### src/rtl/acc_dump_pkg.sv
// rtl/acc_dump_pkg.sv - shared state encoding, byte width and index-width helper for acc_dump
package acc_dump_pkg;

  localparam int BYTE_W = 8;

  typedef enum logic [2:0] {
    IDLE,
    SEND,
    WAIT_BUSY,
    WAIT_IDLE,
    FINISH
  } state_e;

  function automatic int idx_width(input int n);
    return (n > 1) ? $clog2(n) : 1;
  endfunction

endpackage

### src/rtl/acc_dump_pacer.sv
// rtl/acc_dump_pacer.sv - per-byte UART handshake: strobe when idle, wait for busy (or timeout), wait for idle
module acc_dump_pacer
  import acc_dump_pkg::*;
#(
  parameter int ACK_TIMEOUT = 4
) (
  input  logic              clk,
  input  logic              nRst,
  input  logic              req_i,
  input  logic [BYTE_W-1:0] byte_i,
  input  logic              busy_tx_i,
  output logic              ack_o,
  output logic              transmit_o,
  output logic [BYTE_W-1:0] data_tx_o
);

  localparam int CNT_W = idx_width(ACK_TIMEOUT);
  localparam logic [CNT_W-1:0] CNT_LAST = CNT_W'(ACK_TIMEOUT - 1);

  state_e            state_q, state_d;
  logic [CNT_W-1:0]  cnt_q, cnt_d;
  logic              tx_q, tx_d;
  logic [BYTE_W-1:0] data_q, data_d;

  always_ff @(posedge clk or negedge nRst) begin
    if (!nRst) begin
      state_q <= IDLE;
      cnt_q   <= '0;
      tx_q    <= 1'b0;
      data_q  <= '0;
    end else begin
      state_q <= state_d;
      cnt_q   <= cnt_d;
      tx_q    <= tx_d;
      data_q  <= data_d;
    end
  end

  // A silent UART never raises busy; the timeout path still routes through
  // WAIT_IDLE so accepted bytes always advance from one place.
  always_comb begin
    state_d = state_q;
    cnt_d   = cnt_q;
    tx_d    = 1'b0;
    data_d  = data_q;
    ack_o   = 1'b0;
    unique case (state_q)
      IDLE: begin
        if (req_i) state_d = SEND;
      end
      SEND: begin
        if (!busy_tx_i) begin
          tx_d    = 1'b1;
          data_d  = byte_i;
          cnt_d   = '0;
          state_d = WAIT_BUSY;
        end
      end
      WAIT_BUSY: begin
        if (busy_tx_i || (cnt_q == CNT_LAST)) state_d = WAIT_IDLE;
        else cnt_d = cnt_q + CNT_W'(1);
      end
      WAIT_IDLE: begin
        if (!busy_tx_i) begin
          ack_o   = 1'b1;
          state_d = req_i ? SEND : IDLE;
        end
      end
      default: state_d = IDLE;
    endcase
  end

  assign transmit_o = tx_q;
  assign data_tx_o  = data_q;

endmodule

### src/rtl/acc_dump.sv
// rtl/acc_dump.sv - snapshots the accumulator on start and streams it LSB-first to the UART
// Optional trailing XOR checksum byte when ACC_DUMP_CHECKSUM_EN is defined.
module acc_dump
  import acc_dump_pkg::*;
#(
  parameter int NBYTES      = 16,
  parameter int ACK_TIMEOUT = 4
) (
  input  logic                     clk,
  input  logic                     nRst,
  input  logic                     start,
  input  logic [NBYTES*BYTE_W-1:0] big,
  input  logic                     busy_tx,
  output logic                     transmit,
  output logic [BYTE_W-1:0]        data_tx,
  output logic                     active,
  output logic                     done
);

  localparam int IDX_W = idx_width(NBYTES);
  localparam logic [IDX_W-1:0] IDX_LAST = IDX_W'(NBYTES - 1);

  state_e                          state_q, state_d;
  logic [NBYTES-1:0][BYTE_W-1:0]   snap_q, snap_d;
  logic [IDX_W-1:0]                idx_q, idx_d;
  logic                            active_q, active_d;
  logic                            req, ack, last_byte;
  logic [BYTE_W-1:0]               cur_byte;

`ifdef ACC_DUMP_CHECKSUM_EN
  logic              csum_q, csum_d;
  logic [BYTE_W-1:0] xor_q, xor_d;

  assign last_byte = csum_q;
  assign cur_byte  = csum_q ? xor_q : snap_q[idx_q];
`else
  assign last_byte = (idx_q == IDX_LAST);
  assign cur_byte  = snap_q[idx_q];
`endif

  always_ff @(posedge clk or negedge nRst) begin
    if (!nRst) begin
      state_q  <= IDLE;
      snap_q   <= '0;
      idx_q    <= '0;
      active_q <= 1'b0;
`ifdef ACC_DUMP_CHECKSUM_EN
      csum_q   <= 1'b0;
      xor_q    <= '0;
`endif
    end else begin
      state_q  <= state_d;
      snap_q   <= snap_d;
      idx_q    <= idx_d;
      active_q <= active_d;
`ifdef ACC_DUMP_CHECKSUM_EN
      csum_q   <= csum_d;
      xor_q    <= xor_d;
`endif
    end
  end

  // The top only tracks IDLE / SEND (dump in progress) / FINISH; the pacer owns the handshake states.
  always_comb begin
    state_d  = state_q;
    snap_d   = snap_q;
    idx_d    = idx_q;
    active_d = active_q;
    req      = 1'b0;
`ifdef ACC_DUMP_CHECKSUM_EN
    csum_d   = csum_q;
    xor_d    = (transmit && !csum_q) ? (xor_q ^ data_tx) : xor_q;
`endif
    unique case (state_q)
      IDLE: begin
        if (start) begin
          snap_d   = big;
          idx_d    = '0;
          active_d = 1'b1;
          req      = 1'b1;
          state_d  = SEND;
`ifdef ACC_DUMP_CHECKSUM_EN
          csum_d   = 1'b0;
          xor_d    = '0;
`endif
        end
      end
      SEND: begin
        req = !(ack && last_byte);
        if (ack) begin
          if (last_byte) state_d = FINISH;
`ifdef ACC_DUMP_CHECKSUM_EN
          else if (idx_q == IDX_LAST) csum_d = 1'b1;
`endif
          else idx_d = idx_q + IDX_W'(1);
        end
      end
      FINISH: begin
        active_d = 1'b0;
        state_d  = IDLE;
      end
      default: state_d = IDLE;
    endcase
  end

  acc_dump_pacer #(
    .ACK_TIMEOUT(ACK_TIMEOUT)
  ) u_pacer (
    .clk       (clk),
    .nRst      (nRst),
    .req_i     (req),
    .byte_i    (cur_byte),
    .busy_tx_i (busy_tx),
    .ack_o     (ack),
    .transmit_o(transmit),
    .data_tx_o (data_tx)
  );

  assign active = active_q;
  assign done   = (state_q == FINISH);

endmodule

### config.mk
export PLATFORM = sky130hd
export DESIGN_NAME = acc_dump
export DESIGN_NICKNAME = d
export VERILOG_FILES = /design/src/rtl/acc_dump_pkg.sv /design/src/rtl/acc_dump_pacer.sv /design/src/rtl/acc_dump.sv
export SDC_FILE = /design/constraint.sdc
export NUM_CORES = 1
export LEC_CHECK = 0
export BUFFER_PORTS_ARGS = -buffer_cell sky130_fd_sc_hd__buf_2
export CORE_ASPECT_RATIO = 1.25
export CORE_MARGIN = 10
export CORE_UTILIZATION = 55
export DETAILED_ROUTE_END_ITERATION = 8
export GPL_TIMING_DRIVEN = 0
export HOLD_SLACK_MARGIN = 0.06
export PLACE_DENSITY_LB_ADDON = 0.12
export SYNTH_ARGS = -nofsm -noshare
export SYNTH_HDL_FRONTEND = slang
export SYNTH_SLANG_ARGS = --single-unit
export TNS_END_PERCENT = 30
### constraint.sdc
create_clock -name clk -period 1.8 [get_ports clk]
set_input_delay 0.36 -clock clk [delete_from_list [all_inputs] [get_ports clk]]
set_output_delay 0.36 -clock clk [all_outputs]
set_load 0.005 [all_outputs]
Word level (Yosys, flattened, before mapping)
Index checks and enable logic that the tools add are counted.
Operators by class
  shifts and indexed selects: 0
  div/mod/pow operators: 0
  multipliers: 0
  bitwise logic cells: 1
  reduce and logical (&&, ||, !) cells: 15
  add/subtract/negate cells: 2
  magnitude comparators: 1
  equality and inequality tests: 16
  multiplexer cells: 26
Operators with widths (number)
  8-bit binary-select mux with 4-bit select: 1
  3-bit two-way mux: 7
  2-bit inequality test (second input constant): 7
  4-bit two-way mux: 3
  3-bit case mux with 4 select lines: 1
  8-bit two-way mux: 1
  4-bit case mux with 2 select lines: 1
  4-bit AND reduction: 2
  3-bit by 1-bit equality test with 1-bit output (second input constant): 2
  3-bit by 2-bit equality test with 1-bit output (second input constant): 2
  3-bit logical NOT: 2
  1-bit two-way mux: 6
  3-bit case mux with 2 select lines: 1
  2-bit AND reduction: 3
  3-bit AND reduction: 2
  2-bit nonzero test: 3
  4-bit by 5-bit less-than comparator with 1-bit output (second input constant): 1
  4-bit by 1-bit adder with 4-bit output (second input constant): 1
  4-bit equality test (second input constant): 1
  2-bit two-way mux: 2
  2-bit by 1-bit inequality test with 1-bit output (second input constant): 2
  1-bit case mux with 2 select lines: 2
  2-bit case mux with 2 select lines: 1
  3-bit equality test (second input constant): 1
  6 further kinds: 6
Storage, ports and cells
  flip-flop bits (word level): 150
  ROM bits: 0
  bits in latches: 0
  output and inout bits: 11
  bits of input ports: 132
  memories kept: 0
  memory bits (writable): 0
  word-level logic and storage cells: 84

Longest topological paths before layout
  depth in word-level cells: 8
  depth in mapped cells: 7
  depth with buffers taken out: 6

Cells and area by module
A second synthesis with hierarchy kept.
Unflattened totals
  cell total of the unflattened synthesis: 442
  area total of the unflattened synthesis: 6821.5 um2
Modules (own cells, without submodules)
  acc_dump: instances 1, cells each 393, area each 6183.4 um2, sequential area each 3378.2 um2
  acc_dump_pacer: instances 1, cells each 49, area each 638.1 um2, sequential area each 325.3 um2

Worst setup path before layout
OpenSTA, ideal clock, no wires.
  kind: register to register
  start point: register u_pacer.state_q[1]
  end point: register u_pacer.state_q[1]
  arrival: 1.548 ns
  data required time: 1.675 ns
  library setup time: 0.125 ns
  stages on the path, launching flop included: 6
  setup slack: 0.127 ns
  path buffers: 0
  period minus slack after synthesis: 1.673 ns
  cell sequence: dfrtp_1 ha_1 nor2b_2 a41oi_1 o311ai_1 mux2_2
Between the ends
  longest elaborated chain between the ends: 7
  elaborated cells on any way between the ends: 14
  those cells by class: eq/ne: 7; mux: 3; reduce/logical: 4
RTL lines
  start, declared: RTL line acc_dump_pacer.sv:20  | state_e state_q, state_d;
  start signal, assigned: RTL line acc_dump_pacer.sv:32  | state_q <= state_d;
  3-bit by 2-bit equality test with 1-bit output: RTL line acc_dump_pacer.sv:47  | unique case (state_q)
  1-bit two-way mux: RTL line acc_dump_pacer.sv:47
  1-bit logical AND: RTL line acc_dump.sv:89  | req = !(ack && last_byte);
  1-bit logical NOT: RTL line acc_dump.sv:89
  1-bit case mux with 2 select lines: RTL line acc_dump.sv:74  | unique case (state_q)
  2-bit by 1-bit inequality test with 1-bit output (no line)
  4-bit AND reduction (no line)
Several ways; a longest one is shown, not always the timed one.
A chain may end at the register's enable or synchronous reset.

Worst setup path after layout
Ends and elaborated chain as after synthesis.

==> impl_metrics.json <==
{
  "status": "completed",
  "min_path_type": "input port to register",
  "via_per_inst": 5.597,
  "skew_ns": 0.008014,
  "layout_commonest_cell": "buf_2",
  "worst_slew_pin_slew_ns": 0.7661,
  "holdWs_ns": 0.1586,
  "synth_area_sq_um": 6798,
  "first_iter_violations": 285,
  "ys_top_cells_by_area": "dfrtp_1 (54%), mux2_2 (22%), mux2i_1 (9.4%)",
  "dp_hpwl_um": 13140,
  "endpoint_kind": "register",
  "cp.required_ns": 2.11,
  "final_max_slew_viol_count": 0,
  "grt.total_usage_pct": 21.15,
  "antenna_found_initial": 0,
  "crit_type": "register to register",
  "place_area_sq_um": 7747,
  "ir_worst_vdd_mv": 0.9538,
  "hold_viol": 0,
  "ys.warnings.count": 0,
  "fillers": 872,
  "cts_tree": "yes",
  "drive_gt1_share_pct": 52.52,
  "fmax_ghz": 0.5592,
  "ant_nets": 0,
  "most-common-layout-cells": "buf_2 (149), dfrtp_1 (147), mux2_2 (133)",
  "yosysSeqAreaShare_pct": 54.48,
  "via_count": 4690,
  "antenna_cells": 0,
  "syn2layout_area_growth_pct": 25.40,
  "period_share_pct": 99.35,
  "synth-seq-cells": 148,
  "cp-start-kind": "register",
  "dieArea_sq_um": 17230,
  "drc": 0,
  "path_clk_slew_ns": 0.06,
  "postSynthCellCount": 496,
  "period_needed_ns": 1.788,
  "synth_top_area_share_pct": 54.48,
  "cts-root-buf": "clkbuf_16",
  "h-tree-depth": 4,
  "core_area_sq_um": 12110,
  "wl_um": 17770,
  "die_h_um": 144.3,
  "grt_max_degree": 85,
  "nNetsFinal": 801,
  "p_leak_uw": 0.004061,
  "yosysTopAreaCell": "dfrtp_1",
  "wl_per_cell_um": 21.20,
  "rows": 45,
  "worstPathMaxFanout": 4,
  "grt_pass1_vias": 5395,
  "gp_congestion": 0.8782,
  "drt-pass1-iter-count": 4,
  "ios": 143,
  "cts_buffer_depth": 2,
  "start_util_pct": 56.16,
  "cts_buffers": 17,
  "avgSynthCellArea_sq_um": 13.71,
  "io_buffer_count": 142,
  "relSlewSlack_pct": 48.93,
  "fin_tns_setup_ns": 0,
  "powerDensity_nw_per_um2": 1815,
  "die_width_um": 119.4,
  "setup_viol": 0,
  "arrival_ns": 2.09,
  "clk_latency_ns": 0.43,
  "overflow": 0,
  "maxCapViolations": 0,
  "grt_pass1_wl_um": 27970,
  "synth.distinct_cells": 31,
  "final_area_sq_um": 8524,
  "postSynthNetCount": 634,
  "clock_sinks": 148
}
## per-stage QoR
| stage | cells | total power (uW) | setup slack (ns) | utilization [%] |
|---|---|---|---|---|
| 5_1_grt | 838 | 16310 | -0.05019 | 70.42 |
| 4_1_cts | 835 | 15240 | -0.0008415 | 69.59 |
| 6_report | 838 | 15470 | 0.01172 | 70.42 |
| 3_3_place_gp | 802 | 11110 | -1.632 | 63.72 |
| 3_5_place_dp | 803 | 11390 | -0.1537 | 64.00 |
| 2_1_floorplan | 496 | 9667 | 0.1273 | - |
## state kept, by name, indices dropped and copies added, names as in the netlist
register            flops
snap_q                128
state_q                 2
u_pacer.data_tx_o       8
active                  1
u_pacer.cnt_q           2
u_pacer.transmit_o      1
u_pacer.state_q         2
idx_q                   4
## cell usage after synthesis, drive strengths merged
master	n
and2	1
inv	5
or3b	1
buf	28
or2	1
nor2	7
a31oi	1
nand3	10
clkbuf	6
mux2	133
a21oi	8
a22o	5
nor4b	1
nand2b	3
a32oi	8
nand4	2
nand2	13
nor3b	1
o21bai	1
a41oi	1
ha	6
nor2b	4
mux2i	64
a22oi	24
o311ai	1
o21ai	13
dfrtp	148
## critical path, cell delays in order (launching register included)
cell	delay, ns
dfrtp_1	0.42
ha_2	0.21
buf_4	0.14
o21ai_0	0.40
o311ai_4	0.20
mux2_2	0.31
## final timing paths
kind | start | end | slack, ns | depth (start not counted)
min | big[21] | snap_q[21] | 0.16 | 2
min reg2reg | snap_q[99] | snap_q[99] | 0.50 | 1
min in group asynchronous | nRst | snap_q[18] | 0.55 | 2
max reg2reg | u_pacer.state_q[1] | u_pacer.state_q[1] | 0.01 | 5
max in group asynchronous | nRst | snap_q[63] | 0.46 | 3
max | u_pacer.state_q[1] | u_pacer.state_q[1] | 0.01 | 5
## timing repair
| item | CTS | global route |
|---|---|---|
| cloned | 0 | 0 |
| pin swaps | 4 | 1 |
| hold buffers | 1 | 0 |
| buffers inserted | 2 | 4 |
| endpoints found under the setup margin | 74 | 77 |
| resized for setup | 11 | 22 |
| hold endpoints to repair | 83 | 0 |
## power breakdown
part | leakage, uW | switching (uW) | internal [uW]
combinational | 0.00193 | 2850 | 3140
clock | 0.000295 | 1320 | 2370
sequential | 0.00183 | 904 | 4890
total | 0.00406 | 5070 | 10400
## metal layers
metal,vias up,routed length (um),track usage [%]
met1,2393,7247,23.89
met5,-,0,0
met2,134,9127,37.10
li1,2149,-,-
met3,14,1227,7.605
met4,0,166,5.789
## final cells by class
type / count / area, sq um / share of cell area, %
Timing Repair Buffer: 150 / 799.5 / 9.379
Buffer: 32 / 226.5 / 2.657
Clock buffer: 21 / 460.4 / 5.401
Multi-Input combinational cell: 309 / 2955 / 34.67
Sequential cell: 148 / 3705 / 43.46
Clock inverter: 9 / 153.9 / 1.805
Inverter: 5 / 18.77 / 0.2202
Tap cell: 164 / 205.2 / 2.407
## cell families after synthesis
kind of cell	share of synthesized area, %
buffers and inverters	3.203
flip-flops	54.48
multiplexers	31.46
AO/OA/AOI/OAI	6.332
AND/OR/NAND/NOR	3.424
adder cells (fa/ha/maj)	1.104
Power figures use the tool's default switching activity.
